### src/rtl/gain_coeff_ctrl.sv
`default_nettype none
// ============================================================================
// Module   : gain_coeff_ctrl
// Purpose  : Automatic gain controller for the spectrum digital-gain stage.
//            Tracks the peak of a window of 2^WIN_LOG2 frames, finds its
//            leading one with a 32-cycle serial search, and derives a shift
//            coefficient that places the peak at output bit TARGET_MSB.
//            Attacks immediately, decays one step per window outside a
//            dead-band of HYST steps. New coefficients are applied only on
//            frame markers.
// Ports    : clk, rst_n            clock, async active-low reset
//            ms_in, max_in[31:0]   frame marker and previous frame peak
//            cfg_auto              1 = automatic, 0 = manual coefficient
//            cfg_manual_coeff[4:0] manual shift (clamped to 16)
//            scaled_coeff[15:0]    shift coefficient (0..16)
//            coeff_update          pulse when scaled_coeff changes
//            clip_det              pulse when window peak overflowed window
//            overrun               pulse when a window closes mid-search
// Revision : 1.0 - initial release
// ============================================================================
module gain_coeff_ctrl #(
    parameter int WIN_LOG2   = 2,
    parameter int TARGET_MSB = 14,
    parameter int HYST       = 1
) (
    input  logic        clk,
    input  logic        rst_n,
    input  logic        ms_in,
    input  logic [31:0] max_in,
    input  logic        cfg_auto,
    input  logic [4:0]  cfg_manual_coeff,
    output logic [15:0] scaled_coeff,
    output logic        coeff_update,
    output logic        clip_det,
    output logic        overrun
);

    // Frame counter needs at least one bit even for single-frame windows.
    localparam int FCW = (WIN_LOG2 == 0) ? 1 : WIN_LOG2;
    localparam logic [FCW-1:0] c_win_last = FCW'((1 << WIN_LOG2) - 1);
    localparam logic [5:0]     c_target   = 6'(TARGET_MSB);
    localparam logic [5:0]     c_hyst     = 6'(HYST);
    localparam logic [4:0]     c_coeff_max = 5'd16;

    typedef enum logic [1:0] {
        IDLE   = 2'd0,
        SEARCH = 2'd1,
        DECIDE = 2'd2,
        PEND   = 2'd3
    } state_t;

    state_t         r_state;
    state_t         w_state_nxt;

    logic [31:0]    r_peak;
    logic [FCW-1:0] r_frame_cnt;
    logic [31:0]    r_srch;
    logic [4:0]     r_bit_idx;
    logic           r_found;
    logic [4:0]     r_p;
    logic [4:0]     r_next;
    logic [4:0]     r_cur;
    logic           r_coeff_update;
    logic           r_clip;
    logic           r_overrun;

    logic [31:0]    w_combined;
    logic           w_win_close;
    logic [4:0]     w_man;
    logic [5:0]     w_p_ext;
    logic [5:0]     w_diff;
    logic [4:0]     w_want;
    logic [5:0]     w_decay_gap;
    logic [4:0]     w_next_coeff;
    logic           w_clip;

    assign w_combined  = (max_in > r_peak) ? max_in : r_peak;
    assign w_win_close = cfg_auto && ms_in && (r_frame_cnt == c_win_last);
    assign w_man       = (cfg_manual_coeff > c_coeff_max) ? c_coeff_max : cfg_manual_coeff;
    assign w_p_ext     = {1'b0, r_p};

    // Decision datapath: only meaningful while r_state == DECIDE.
    always_comb begin
        w_diff       = 6'd0;
        w_want       = 5'd0;
        w_decay_gap  = 6'd0;
        w_next_coeff = r_cur;
        w_clip       = 1'b0;

        if (r_found && (w_p_ext > c_target)) begin
            w_diff = w_p_ext - c_target;
            w_want = (w_diff > {1'b0, c_coeff_max}) ? c_coeff_max : w_diff[4:0];
        end

        if (w_want > r_cur) begin
            w_next_coeff = w_want;
        end else begin
            w_decay_gap = {1'b0, r_cur - w_want};
            if (w_decay_gap > c_hyst) begin
                w_next_coeff = r_cur - 5'd1;
            end
        end

        // Peak's leading one sits above the top of the current 16-bit window.
        w_clip = r_found && (w_p_ext > ({1'b0, r_cur} + 6'd15));
    end

    // State register.
    always_ff @(posedge clk or negedge rst_n) begin
        if (!rst_n) begin
            r_state <= IDLE;
        end else begin
            r_state <= w_state_nxt;
        end
    end

    // Next-state logic.
    always_comb begin
        w_state_nxt = r_state;
        case (r_state)
            IDLE: begin
                if (w_win_close) begin
                    w_state_nxt = SEARCH;
                end
            end
            SEARCH: begin
                if (r_bit_idx == 5'd0) begin
                    w_state_nxt = DECIDE;
                end
            end
            DECIDE: begin
                w_state_nxt = (w_next_coeff != r_cur) ? PEND : IDLE;
            end
            PEND: begin
                if (ms_in) begin
                    w_state_nxt = IDLE;
                end
            end
            default: w_state_nxt = IDLE;
        endcase
        if (!cfg_auto) begin
            w_state_nxt = IDLE;
        end
    end

    // Accumulator, search and coefficient datapath.
    always_ff @(posedge clk or negedge rst_n) begin
        if (!rst_n) begin
            r_peak         <= 32'd0;
            r_frame_cnt    <= '0;
            r_srch         <= 32'd0;
            r_bit_idx      <= 5'd31;
            r_found        <= 1'b0;
            r_p            <= 5'd0;
            r_next         <= 5'd0;
            r_cur          <= 5'd0;
            r_coeff_update <= 1'b0;
            r_clip         <= 1'b0;
            r_overrun      <= 1'b0;
        end else begin
            r_coeff_update <= 1'b0;
            r_clip         <= 1'b0;
            r_overrun      <= 1'b0;

            if (!cfg_auto) begin
                // Manual mode: discard window state and any pending value.
                r_peak      <= 32'd0;
                r_frame_cnt <= '0;
                r_next      <= r_cur;
                if (ms_in && (w_man != r_cur)) begin
                    r_cur          <= w_man;
                    r_coeff_update <= 1'b1;
                end
            end else begin
                // Accumulation runs every frame regardless of FSM state.
                if (ms_in) begin
                    if (w_win_close) begin
                        r_peak      <= 32'd0;
                        r_frame_cnt <= '0;
                        if (r_state == IDLE) begin
                            r_srch <= w_combined;
                        end else begin
                            r_overrun <= 1'b1;
                        end
                    end else begin
                        r_peak      <= w_combined;
                        r_frame_cnt <= r_frame_cnt + 1'b1;
                    end
                end

                case (r_state)
                    IDLE: begin
                        if (w_win_close) begin
                            r_bit_idx <= 5'd31;
                            r_found   <= 1'b0;
                            r_p       <= 5'd0;
                        end
                    end
                    SEARCH: begin
                        // Only the first (highest) set bit is recorded.
                        if (!r_found && r_srch[r_bit_idx]) begin
                            r_found <= 1'b1;
                            r_p     <= r_bit_idx;
                        end
                        r_bit_idx <= r_bit_idx - 5'd1;
                    end
                    DECIDE: begin
                        r_next <= w_next_coeff;
                        r_clip <= w_clip;
                    end
                    PEND: begin
                        if (ms_in) begin
                            r_cur          <= r_next;
                            r_coeff_update <= 1'b1;
                        end
                    end
                    default: ;
                endcase
            end
        end
    end

    assign scaled_coeff = {11'd0, r_cur};
    assign coeff_update = r_coeff_update;
    assign clip_det     = r_clip;
    assign overrun      = r_overrun;

endmodule
`default_nettype wire
### config.mk
export PLATFORM = sky130hd
export DESIGN_NAME = gain_coeff_ctrl
export DESIGN_NICKNAME = d
export VERILOG_FILES = /design/src/rtl/gain_coeff_ctrl.sv
export SDC_FILE = /design/constraint.sdc
export NUM_CORES = 1
export LEC_CHECK = 0
export CAP_MARGIN = 20
export CORE_UTILIZATION = 52
export DETAILED_ROUTE_END_ITERATION = 8
export PLACE_DENSITY = 0.74
export SLEW_MARGIN = 20
export SYNTH_ARGS = -nofsm -noshare
export SYNTH_HDL_FRONTEND = slang
export SYNTH_SLANG_ARGS = --single-unit
### constraint.sdc
create_clock -name clk -period 3.14 [get_ports clk]
set_clock_uncertainty 0.1 [all_clocks]
set_input_delay 0.628 -clock clk [delete_from_list [all_inputs] [get_ports clk]]
set_output_delay 0.628 -clock clk [all_outputs]
set_load 0.03 [all_outputs]
==> reports/summary.log, run 1 <==
qor: outcome.outcome complete, but fails checks
qor: outcome.failed_checks setup timing
qor: synthesis.syn-instance-count 633
qor: global_routing.first_global_vias 5100
qor: timing.hold_violations 0
qor: final_layout.antenna-diode-count 0
qor: timing.setup_tns -0.104 ns
qor: placed_design.final_estimated_routing_congestion_in_global_placement 0.893
qor: timing.max_slew_margin 0.436
qor: synthesis.synth.yosys.seq_area_share 0.395
qor: timing.drv_slew 0
qor: setup_path.critical_path_depth 9
qor: clock_network.tritoncts_sinks 92
qor: clock_network.clock_latency 0.38 ns
qor: floorplan.dieHeight 108 um
qor: synthesis.synth_top_family_by_area compound AO/OA/AOI/OAI gates
qor: routing.drt-total-wl 14100 um
qor: timing.clock.fmax 316 MHz
qor: global_routing.grt_start_max_net_pins 65
qor: setup_path.cp_top_family compound AO/OA/AOI/OAI gates
qor: synthesis.yosys.area_share.adder 0.104
qor: routing.starting_drt_drc_count 307
qor: floorplan.dieWidth 108 um
qor: clock_network.cts.reportedPaths.clkPinSlew 0.10 ns
qor: final_layout.layout.cells.most_common_list sky130_fd_sc_hd__nand2_1, sky130_fd_sc_hd__dfrtp_1, sky130_fd_sc_hd__buf_4
qor: routing.drc 0
qor: placed_design.numPortBuffers 48
qor: power_and_ir_drop.irDropWorstVdd 264 uV
qor: setup_path.crit_required 3.35 ns
qor: synthesis.post_synth_instance_area 0.00585 mm^2
qor: floorplan.fp-row-count 38
qor: job.max_cap_violations 0
qor: synthesis.synth_xor_xnor_area_share 0.0270
qor: synthesis.avgSynthCellArea 9.23 um^2
qor: synthesis.netlist.top_cell.by_area sky130_fd_sc_hd__dfrtp_1
qor: placed_design.hpwl 10400 um
qor: final_layout.layout_cell_share_with_drive_strength_beyond_1 0.173
qor: synthesis.ys_ff_latch 92
qor: final_layout.finalNetCount 820
qor: clock_network.clock_path_buffers 2
qor: setup_path.path_class primary input to register
qor: final_layout.finish.instance_area 0.00715 mm^2
qor: setup_path.worstReg2RegStart r_p[1]
qor: global_routing.grt.total_usage 0.263
qor: hold_path.worst_hold_path_type primary input to asynchronous set/reset pin
qor: setup_path.crit_path_top_delay_cell sky130_fd_sc_hd__nor2_4
qor: final_layout.fillCellCount 907
qor: clock_network.tritoncts_clock_tree built
qor: global_routing.grt_remaining_overflow 0
qor: synthesis.dominantRegCellSynth sky130_fd_sc_hd__dfrtp_1
qor: global_routing.initial_antenna_violation_count 0
qor: setup_path.worstPathArrival 3.37 ns
qor: setup_path.worst_setup_path_end_kind register
qor: synthesis.area_fraction_in_and_or_nand_and_nor_cells_after_synthesis 0.172
qor: timing.post-route-period-util 1.01
qor: final_layout.layout.cells.most_common sky130_fd_sc_hd__nand2_1
qor: floorplan.initial_utilization 0.537
qor: floorplan.core-area 0.0109 mm^2
qor: global_routing.grt_first_pass_wirelength 23800 um
qor: setup_path.reg2reg_to r_next[3]
qor: timing.tightestPinTransition 0.834 ns
qor: clock_network.holdBufCountCts 0
qor: power_and_ir_drop.power-per-cell-area 566 mW/mm^2
qor: routing.vias 5010
qor: setup_path.timing.critical_path.cells clkdlybuf4s50_1 > ha_1 > nand4_1 > a211oi_1 > o311ai_0 > a211o_1 > and2_1 > nor2_4 > a22o_1
qor: synthesis.synth.area.top_cells sky130_fd_sc_hd__dfrtp_1, sky130_fd_sc_hd__ha_1, sky130_fd_sc_hd__nand2_1
qor: synthesis.postSynth.asyncResetShare 1.00
qor: synthesis.synth_mux_area_frac 0.0589
qor: floorplan.dieArea 0.0117 mm^2
qor: clock_network.cts-root-buf sky130_fd_sc_hd__clkbuf_8
qor: routing.wire_per_inst 16.1 um
qor: timing.worst_slack -0.0283 ns
qor: routing.ant_nets 0
qor: timing.fin_crit 3.17 ns
qor: synthesis.synth_compound_area_frac 0.173
qor: routing.detail_route.vias_per_cell 5.72
qor: setup_path.setup.reg_to_reg.worst_slack 0.01 ns
qor: synthesis.yosys.area.top_type_share 0.372
qor: setup_path.critical_path.max_stage_delay 0.60 ns
qor: setup_path.timing.critical_path.buf_inv 1
qor: placed_design.post_place_cell_area 0.00686 mm^2
qor: setup_path.worst-r2r-cell-count 14
qor: floorplan.ios 60
qor: clock_network.cts-buffers-inserted 9
qor: routing.drtPass1Iterations 5
qor: setup_path.worst-path-max-fanout 32
qor: setup_path.critPathLaunchType primary input
qor: final_layout.flow.area_growth_from_synthesis 22.2%
qor: timing.rsz0062_at_grt true
qor: synthesis.count_of_flip_flops_with_a_built_in_enable_after_synthesis 0
qor: synthesis.post_synth_num_cell_types 65
qor: timing.report.final.setup_viol 9
qor: clock_network.clock_tree.htree_level_count 3
qor: synthesis.yosysWarningCount 0
qor: power_and_ir_drop.p_leak 3.17 nW
==> through the flow <==
stage               hold slack, ns  setup WS (ns)  power (mW)   util  instances
detailed placement           0.381         -0.476        3.26  0.630        856
CTS                          0.161        -0.0228        4.03  0.651        875
global placement             0.369         -0.388        3.17  0.630        856
floorplan                    0.232         0.0166        2.72      -        643
finish                       0.140        -0.0283        4.05  0.656        876
global route                 0.183         -0.194        4.31  0.656        876
==> cells by family after synthesis <==
family / after synthesis
flip-flops: 92
AND/OR/NAND/NOR: 219
adder cells (fa/ha/maj): 48
AO/OA/AOI/OAI: 147
multiplexers: 19
other: 1
buffers and inverters: 89
XOR/XNOR: 18
==> timing repair <==
item,in CTS,in global routing
pin swaps,13,10
gates resized for setup,10,8
setup endpoints to repair,36,69
buffers inserted,3,1
==> layer usage <==
layer,vias up,global-route usage,share of wire
li1,2410,-,-
met1,2444,0.313,0.41
met2,130,0.470,0.53
met3,26,0.0416,0.040
met4,0,0.106,0.022
met5,-,0,0
==> registers in the layout, summed over array words and instances (netlist names), 2 cells and up <==
signal       flops
r_peak          32
r_state          2
r_cur            5
r_next           5
r_p              5
r_frame_cnt      2
r_srch          32
r_bit_idx        5
==> cells in the mapped netlist, drive strengths merged (4+ instances only) <==
| master | count |
|---|---|
| nor4 | 4 |
| nand2 | 100 |
| mux4 | 10 |
| nor2 | 56 |
| o21ai | 24 |
| inv | 44 |
| nor3 | 6 |
| buf | 25 |
| nand3 | 13 |
| ha | 47 |
| a21oi | 23 |
| a22o | 32 |
| dfrtp | 87 |
| a211oi | 4 |
| nand2b | 10 |
| a31oi | 36 |
| nand4 | 7 |
| nor2b | 9 |
| mux2i | 7 |
| xnor2 | 17 |
| dfstp | 5 |
| clkbuf | 20 |
==> area by class of cell <==
type                    instances  area (um^2)  area share
clock buffers                  10          138      0.0193
inverters                      44          165      0.0231
multi-input cells             462         3270       0.458
well taps                     140          175      0.0245
clock inverters                 6         38.8     0.00543
repair buffers                122         1050       0.147
flip-flops and latches         92         2310       0.323
==> where the power goes <==
group	internal, mW	switching (mW)	total (mW)
combinational	0.783	0.790	1.57
clock	0.308	0.435	0.743
sequential	1.46	0.267	1.73
==> how the worst max path moves through the flow <==
| stage | endpoint | slack [ns] | start |
|---|---|---|---|
| floorplan | r_next[3] | 0.02 | r_p[1] |
| global placement | r_peak[31] | -0.39 | max_in[31] |
| detailed placement | r_peak[18] | -0.48 | max_in[29] |
| CTS | r_peak[18] | -0.02 | max_in[29] |
| global route | r_peak[28] | -0.19 | max_in[30] |
| finish | r_peak[28] | -0.03 | max_in[9] |
Power figures use the tool's default switching activity.
==> run 2: changes to the inputs <==
Settings changed: CORE_UTILIZATION 52 to 36, PLACE_DENSITY 0.74 to 0.52.
Clock period 3.14 ns to 3.4 ns, I/O delays scaled along.
==> reports/summary.log, run 2 (synthesis gave the netlist of run 1 again) <==
qor: setup_path.worstPathArrival 3.45 ns
qor: power_and_ir_drop.power-per-cell-area 546 mW/mm^2
qor: timing.setup_tns 0 ns
qor: final_layout.fillCellCount 1548
qor: setup_path.worst-path-max-fanout 32
qor: floorplan.ios 60
qor: setup_path.reg2reg_to r_next[3]
qor: clock_network.cts.reportedPaths.clkPinSlew 0.07 ns
qor: global_routing.grt_first_pass_wirelength 23500 um
qor: final_layout.layout.cells.most_common_list sky130_fd_sc_hd__nand2_1, sky130_fd_sc_hd__dfrtp_1, sky130_fd_sc_hd__nor2_1
qor: global_routing.initial_antenna_violation_count 0
qor: final_layout.antenna-diode-count 0
qor: timing.rsz0062_at_grt true
qor: floorplan.dieArea 0.0168 mm^2
qor: timing.tightestPinTransition 0.806 ns
qor: placed_design.dp.cells 915
qor: final_layout.final_cells 932
qor: clock_network.cts-buffers-inserted 9
qor: outcome.outcome finished, final reports clean
qor: final_layout.finalNetCount 801
qor: setup_path.worst_setup_path_end_kind register
qor: setup_path.worst_setup_path_endpoint r_peak[16]
qor: setup_path.crit_required 3.58 ns
qor: setup_path.setup.reg_to_reg.worst_slack 0.14 ns
qor: placed_design.post_place_cell_area 0.00684 mm^2
qor: timing.fin_crit 3.27 ns
qor: power_and_ir_drop.p_leak 3.13 nW
qor: routing.detail_route.vias_per_cell 5.17
qor: timing.report.final.setup_viol 0
qor: routing.drtPass1Iterations 6
qor: timing.clock.fmax 306 MHz
qor: setup_path.worstReg2RegStart r_p[1]
qor: global_routing.grt_start_max_net_pins 65
qor: floorplan.initial_utilization 0.368
qor: setup_path.worst-r2r-cell-count 14
qor: placed_design.final_estimated_routing_congestion_in_global_placement 0.791
qor: timing.post-route-period-util 0.961
qor: timing.worst_slack 0.134 ns
qor: routing.drt-total-wl 14300 um
qor: floorplan.core-area 0.0159 mm^2
qor: floorplan.dieHeight 129 um
qor: final_layout.finish.instance_area 0.00717 mm^2
qor: global_routing.grt_remaining_overflow 0
qor: placed_design.hpwl 10300 um
qor: clock_network.clock_path_buffers 2
qor: clock_network.cts-root-buf sky130_fd_sc_hd__clkbuf_16
qor: job.max_cap_violations 0
qor: placed_design.dpl_worst_slack -0.278 ns
qor: timing.hold_violations 0
qor: power_and_ir_drop.power 3.91 mW
qor: floorplan.dieWidth 129 um
qor: routing.drc 0
qor: floorplan.fp-row-count 46
qor: power_and_ir_drop.irDropWorstVdd 332 uV
qor: placed_design.numPortBuffers 48
qor: clock_network.tritoncts_sinks 92
qor: setup_path.critPathLaunch max_in[9]
qor: final_layout.multi_input_area 0.00323 mm^2
qor: clock_network.tritoncts_clock_tree built
qor: timing.drv_slew 0
qor: final_layout.layout_cell_share_with_drive_strength_beyond_1 0.140
qor: hold_path.worst_hold_path_type primary input to asynchronous set/reset pin
qor: timing.max_slew_margin 0.461
qor: setup_path.path_class primary input to register
qor: global_routing.first_global_vias 4768
qor: final_layout.layout.cells.most_common sky130_fd_sc_hd__nand2_1
qor: routing.ant_nets 0
qor: routing.vias 4823
qor: final_layout.flow.area_growth_from_synthesis 22.7%
qor: routing.starting_drt_drc_count 244
qor: final_layout.area.sequential 0.00231 mm^2
qor: routing.wire_per_inst 15.3 um
qor: clock_network.clock_latency 0.34 ns
qor: final_layout.biggestRegsByFlops r_peak: 32 flops, r_srch: 32 flops
qor: global_routing.grt.total_usage 0.182
qor: clock_network.clock_tree.htree_level_count 3
qor: setup_path.critPathLaunchType primary input
## run 2: cell count changes in the layout (fill, tap and decap cells not counted), sizes merged
cell	delta
inv	-1
clkbuf	+1
buf	-19
clkinvlp	-1
## run 2: how the worst min path moves through the flow
stage / startpoint / endpoint / slack [ns]
2_1_floorplan: rst_n / clip_det / 0.28
3_3_place_gp: r_frame_cnt[0] / r_frame_cnt[0] / 0.38
3_5_place_dp: r_frame_cnt[0] / r_frame_cnt[0] / 0.38
4_1_cts: rst_n / clip_det / 0.25
5_1_grt: rst_n / clip_det / 0.28
6_report: rst_n / r_next[0] / 0.24
## run 2: routing by layer
metal / global-route usage / wire, um
met1: 0.224 / 6400
met2: 0.328 / 7310
met3: 0.0215 / 329
met4: 0.0691 / 224
met5: 0 / 0
## run 2: metrics by stage
step	utilization	hold slack, ns
after floorplan	-	0.284
after global placement	0.430	0.377
after detailed placement	0.430	0.377
after CTS	0.448	0.255
after global routing	0.451	0.279
final	0.451	0.238
## run 2: what timing repair did
action / 4_1_cts / 5_1_grt
gates resized for setup: 1 / 11
pin swaps: 0 / 10
endpoints found under the setup margin: 1 / 56
setup buffers: 0 / 2
hold buffers: 0 / 0
gates cloned: 0 / 0
## run 2: final cells by class
cell class | count | area share
Clock inverter | 4 | 0.00366
Inverter | 44 | 0.0230
Multi-Input combinational cell | 462 | 0.450
Sequential cell | 92 | 0.322
Timing Repair Buffer | 103 | 0.129
Tap cell | 216 | 0.0377
Clock buffer | 11 | 0.0339
## run 2: report_power, final
| group | switching, mW | internal, mW |
|---|---|---|
| registers | 0.239 | 1.35 |
| logic | 0.689 | 0.689 |
| clock network | 0.430 | 0.511 |
| total | 1.36 | 2.55 |
## run 2: critical path, stage by stage
cell and delay (ns):
sky130_fd_sc_hd__clkdlybuf4s50_1 0.43, sky130_fd_sc_hd__ha_1 0.32, sky130_fd_sc_hd__nand4_1 0.17, sky130_fd_sc_hd__a211oi_1 0.28, sky130_fd_sc_hd__o311ai_1 0.18, sky130_fd_sc_hd__a211o_1 0.34, sky130_fd_sc_hd__and2_4 0.17, sky130_fd_sc_hd__nor2_4 0.61
sky130_fd_sc_hd__a22o_1 0.27
